==> config.mk <==
export PLATFORM = sky130hd
export DESIGN_NAME = con_ff_unit
export DESIGN_NICKNAME = d
export VERILOG_FILES = /design/src/rtl/con_ff_unit.sv
export SDC_FILE = /design/constraint.sdc
export NUM_CORES = 1
export LEC_CHECK = 0
export ABC_AREA = 1
export CAP_MARGIN = 25
export CORE_MARGIN = 10
export CORE_UTILIZATION = 35
export DETAILED_ROUTE_END_ITERATION = 12
export PLACE_DENSITY = 0.74
export SYNTH_ARGS = -nofsm -noshare
export SYNTH_HDL_FRONTEND = slang
export SYNTH_SLANG_ARGS = --single-unit
==> constraint.sdc <==
create_clock -name clock -period 2.9 [get_ports clock]
set_input_delay 0.58 -clock clock [delete_from_list [all_inputs] [get_ports clock]]
set_output_delay 0.58 -clock clock [all_outputs]
set_load 0.03 [all_outputs]
==> src/rtl/con_ff_unit.sv <==
// con_ff_unit: conditional-branch flip-flop with optional pipeline, handshake, sticky errors and counters
module con_ff_unit #(
    parameter int DATA_W = 32,
    parameter int IR_W   = 32,
    parameter int CC_LSB = 19,
    parameter int PIPE   = 0,
    parameter int CNT_W  = 16
) (
    input  logic              clock,
    input  logic              clear,
    input  logic              ConIn,
    input  logic              read,
    input  logic [IR_W-1:0]   IR,
    input  logic [DATA_W-1:0] BusMuxOut,
    output logic              Con,
    output logic              con_valid,
    output logic              con_busy,
    output logic              illegal_cc,
    output logic              overrun,
    output logic [CNT_W-1:0]  eval_count,
    output logic [CNT_W-1:0]  taken_count
);
    typedef enum logic [1:0] {IDLE, EVAL, HOLD} state_t;

    state_t             state_q, state_d;
    logic               con_q, con_d;
    logic               valid_q, valid_d;
    logic               busy_q, busy_d;
    logic               illegal_q, illegal_d;
    logic               overrun_q, overrun_d;
    logic [CNT_W-1:0]   eval_q, eval_d;
    logic [CNT_W-1:0]   taken_q, taken_d;
    logic [3:0]         cc_q, cc_d;
    logic               z_q, z_d;
    logic               n_q, n_d;
    logic [3:0]         live_cc, cc_sel;
    logic               live_z, live_n, z_sel, n_sel, res, wr;
    logic [7:0]         tbl;
    logic               unused_ir;

    assign unused_ir = ^IR;

    // next-state: evaluate from live inputs (PIPE=0) or from the latched snapshot in EVAL
    always_comb begin
        live_cc   = IR[CC_LSB +: 4];
        live_z    = ~|BusMuxOut;
        live_n    = BusMuxOut[DATA_W-1];
        cc_sel    = (state_q == EVAL) ? cc_q : live_cc;
        z_sel     = (state_q == EVAL) ? z_q  : live_z;
        n_sel     = (state_q == EVAL) ? n_q  : live_n;
        tbl       = {1'b0, 1'b1, z_sel | n_sel, ~z_sel & ~n_sel, n_sel, ~n_sel, ~z_sel, z_sel};
        res       = ~cc_sel[3] & tbl[cc_sel[2:0]];
        wr        = 1'b0;
        state_d   = state_q;
        con_d     = con_q;
        valid_d   = valid_q;
        busy_d    = busy_q;
        illegal_d = illegal_q;
        overrun_d = overrun_q;
        eval_d    = eval_q;
        taken_d   = taken_q;
        cc_d      = cc_q;
        z_d       = z_q;
        n_d       = n_q;
        if (state_q == EVAL) begin
            wr        = 1'b1;
            state_d   = HOLD;
            busy_d    = 1'b0;
            valid_d   = 1'b1;
            overrun_d = overrun_q | ConIn;
        end else if (ConIn) begin
            if (PIPE != 0) begin
                state_d = EVAL;
                busy_d  = 1'b1;
                valid_d = 1'b0;
                cc_d    = live_cc;
                z_d     = live_z;
                n_d     = live_n;
            end else begin
                wr      = 1'b1;
                state_d = HOLD;
                valid_d = 1'b1;
            end
        end else if (state_q == HOLD && read) begin
            state_d = IDLE;
            valid_d = 1'b0;
        end
        if (wr) begin
            con_d     = res;
            illegal_d = illegal_q | cc_sel[3];
            eval_d    = eval_q + CNT_W'(eval_q != '1);
            taken_d   = taken_q + CNT_W'(res && taken_q != '1);
        end
    end

    // all state and outputs registered; clear aborts any evaluation in flight
    always_ff @(posedge clock or negedge clear) begin
        if (!clear) begin
            state_q   <= IDLE;
            con_q     <= 1'b0;
            valid_q   <= 1'b0;
            busy_q    <= 1'b0;
            illegal_q <= 1'b0;
            overrun_q <= 1'b0;
            eval_q    <= '0;
            taken_q   <= '0;
            cc_q      <= '0;
            z_q       <= 1'b0;
            n_q       <= 1'b0;
        end else begin
            state_q   <= state_d;
            con_q     <= con_d;
            valid_q   <= valid_d;
            busy_q    <= busy_d;
            illegal_q <= illegal_d;
            overrun_q <= overrun_d;
            eval_q    <= eval_d;
            taken_q   <= taken_d;
            cc_q      <= cc_d;
            z_q       <= z_d;
            n_q       <= n_d;
        end
    end

    assign Con         = con_q;
    assign con_valid   = valid_q;
    assign con_busy    = busy_q;
    assign illegal_cc  = illegal_q;
    assign overrun     = overrun_q;
    assign eval_count  = eval_q;
    assign taken_count = taken_q;
endmodule

==> reports/qor.csv <==
stage,metric,value,unit
floorplanning,starting density of the core,0.361,
clock_network,clk buf depth,2,
worst_setup_path,Slowest cell on crit path,ha_2,
sta,Final WS setup,0.179,ns
worst_setup_path,crit-path cells,dlymetal6s2s_1 > nor2_1 > nand2_1 > nor2_1 > nand2_1 > nor2_1 > nand2_1 > nand3_2 > nand2_2 > nand2_2 > nand3_2 > nor2_1 > ha_2 > nand2_2 > nor2_4 > nand4_2 > inv_2 > nand3_4 > nor2_4 > nand3_4 > nor2_4 > nand3_2 > nand2_1 > nand2_1,
sta,FMAX,0.367,GHz
layout,nets@finish,370,
routing,highest routed layer,met4,
power,Max VDD drop,338,uV
yosys,"top cells by area, synth","dfrtp_1, nand2_1, xor2_1",
run,max-cap viol count,0,
yosys,largest area contributor in the netlist,dfrtp_1,
global_routing,vias in the first global route,1716,
sta,setup violators final,0,
routing,metal3 WL,262,um
routing,1st-iter DRT viols,60,
worst_setup_path,Worst setup EP type,register,
yosys,Post-Syn Area per Cell,8.97,um^2
clock_network,CTS sink cnt,35,
worst_setup_path,WP data required,3.07,ns
sta,Fin Hold WS,0.486,ns
routing,DR WL/cell,14.0,um
placement,port buffer count,74,
floorplanning,Die H,92.8,um
hold_path,HP Class,reg2reg,
clock_network,"Clk pin slew, worst setup/hold paths",0.07,ns
sta,post-layout min period,2.72,ns
placement,"worst slack, placed",-0.298,ns
placement,Final GP Congestion,0.769,
global_routing,initial antenna violation count,0,
clock_network,TritonCTS clock tree,yes,
routing,WL met2,2910,um
power,Lkg Pwr,1.62,nW
global_routing,GR Util All Layers,0.118,
yosys,Synth Instances,207,
sta,final hold vios,0,
clock_network,root buffer cell,clkbuf_8,
layout,"most common cell after layout, fill and taps aside",nand2_1,
worst_setup_path,Worst Path Max Fanout,3,
placement,DPL Wire Length,4030,um
routing,drc violations,0,
floorplanning,Die Area,8620,um^2
floorplanning,CORE AREA,5140,um^2
clock_network,TritonCTS buffer count,5,
worst_setup_path,Startpoint Class,input pin,
routing,met1 wire length,1950,um
sta,crit share post-route,0.938,
worst_setup_path,worst path bufs/invs,2,
layout,"Cell Count, Final, Fillers Out",369,
power,Tot Pwr,0.00147,W
routing,Post-Route WL,5180,um
yosys,Mapped Area,1860,um^2
floorplanning,Rows,26,
yosys,Seq cells post-synth,35,
floorplanning,DIE WIDTH,92.8,um
global_routing,GRT overflow,0,
routing,DR pass1 iterations,4,
routing,routed vias/inst,4.41,
worst_setup_path,CP Data Arrival Time,2.90,ns
layout,final core utilization,0.587,
worst_setup_path,Worst path max stage delay,0.23,ns
layout,"commonest non-fill, non-tap cells in the layout","nand2_1, clkdlybuf4s50_1, dfrtp_1",
layout,area delta synth->final,62.5,%
yosys,sequential share of the synthesized area,0.472,
routing,final antenna-violating net count,0,
floorplanning,IO Pins,105,
power,pwr dens,487,nW/um^2
clock_network,Worst-Skew Late Latency,0.28,ns
yosys,area share of the largest cell type after synthesis,0.472,
sta,Final Max Slew Viols,0,
sta,clk_skew,0.00449,ns
yosys,YS warnings,0,
clock_network,htree depth,2,
yosys,distinct cell type count after synthesis,26,
routing,via count,1629,
placement,placed cells,359,
worst_setup_path,critical path class,in2reg,
layout,ant diodes,0,
worst_setup_path,Most common cell on crit path,nand2_1,
run_status,status,completed,
global_routing,largest net degree at the start of global routing,36,
layout,layout cells sized above 1,0.164,
worst_setup_path,cell family with most CP delay,simple AND/OR/NAND/NOR gates,
global_routing,first-pass GRT wire length,8250,um
==> report_power, final <==
group | internal [W] | switching, W | total, W
combinational | 0.000202 | 0.000244 | 0.000446
sequential | 0.000548 | 0.0000834 | 0.000631
clock | 0.000216 | 0.000176 | 0.000392
total | 0.000966 | 0.000504 | 0.00147
==> layer usage <==
metal | vias up | track usage
li1 | 826 | -
met2 | 30 | 0.221
met1 | 768 | 0.121
met3 | 5 | 0.0387
met4 | 0 | 0.0347
met5 | - | 0
==> worst register-to-register path, delay by kind of cell (launching register included) <==
kind,cells,cell delay [ns]
simple gates,15,1.47
flops,1,0.41
fa+ha+maj,1,0.23
buf+inv,1,0.09
==> flip-flops by register name, indices dropped and copies added (netlist names) <==
name,count
state_q,1
taken_count,16
eval_count,16
illegal_cc,1
Con,1
==> repair_timing <==
item	in CTS	in global routing
resized for setup	0	51
setup endpoints to repair	0	8
buffers inserted	0	2
hold buffers	0	0
endpoints found under the hold margin	0	0
==> worst paths after layout <==
check / from / to / slack [ns] / depth (start not counted)
min in group asynchronous: clear / taken_count[8]$_DFFE_PN0P_ / 0.70 / 2
hold reg to reg: illegal_cc$_DFFE_PN0P_ / illegal_cc$_DFFE_PN0P_ / 0.49 / 1
max in group asynchronous: clear / taken_count[15]$_DFFE_PN0P_ / 1.87 / 2
setup reg to reg: taken_count[8]$_DFFE_PN0P_ / taken_count[15]$_DFFE_PN0P_ / 0.61 / 17
setup / recovery: BusMuxOut[31] / taken_count[15]$_DFFE_PN0P_ / 0.18 / 24
hold / removal: illegal_cc$_DFFE_PN0P_ / illegal_cc$_DFFE_PN0P_ / 0.49 / 1
==> synthesized netlist by cell type, drive strengths merged <==
library cell and instances:
and3 1, buf 3, conb 1, dfrtp 35
ha 4, inv 21, nand2 50, nand3 11
nand4 10, nor2 34, nor3 5, nor4 1
o21ai 4, o21bai 1, xnor2 9, xor2 17
==> cell type report <==
class / count / area (um^2)
Clock buffer: 7 / 96.3
Clock inverter: 1 / 7.51
Fill cell: 469 / 2120
Inverter: 21 / 81.3
Multi-Input combinational cell: 149 / 958
Sequential cell: 35 / 876
Tap cell: 70 / 87.6
Timing Repair Buffer: 86 / 911
==> through the flow <==
| stage | instance area (um^2) | TNS [ns] |
|---|---|---|
| CTS | 2840 | 0 |
| global route | 3020 | -0.0717 |
| floorplan | 1860 | 0 |
| detailed placement | 2740 | -1.54 |
| global placement | 2740 | -0.760 |
| finish | 3020 | 0 |
==> kinds of logic after synthesis <==
logic type | share of synthesized area
DFF | 0.472
adders and majority gates | 0.0270
buffers and inverters | 0.0579
and+or+nand+nor | 0.304
xor gates and xnor gates | 0.123
other | 0.00202
AOI/OAI and AO/OA | 0.0148
Power figures use the tool's default switching activity.
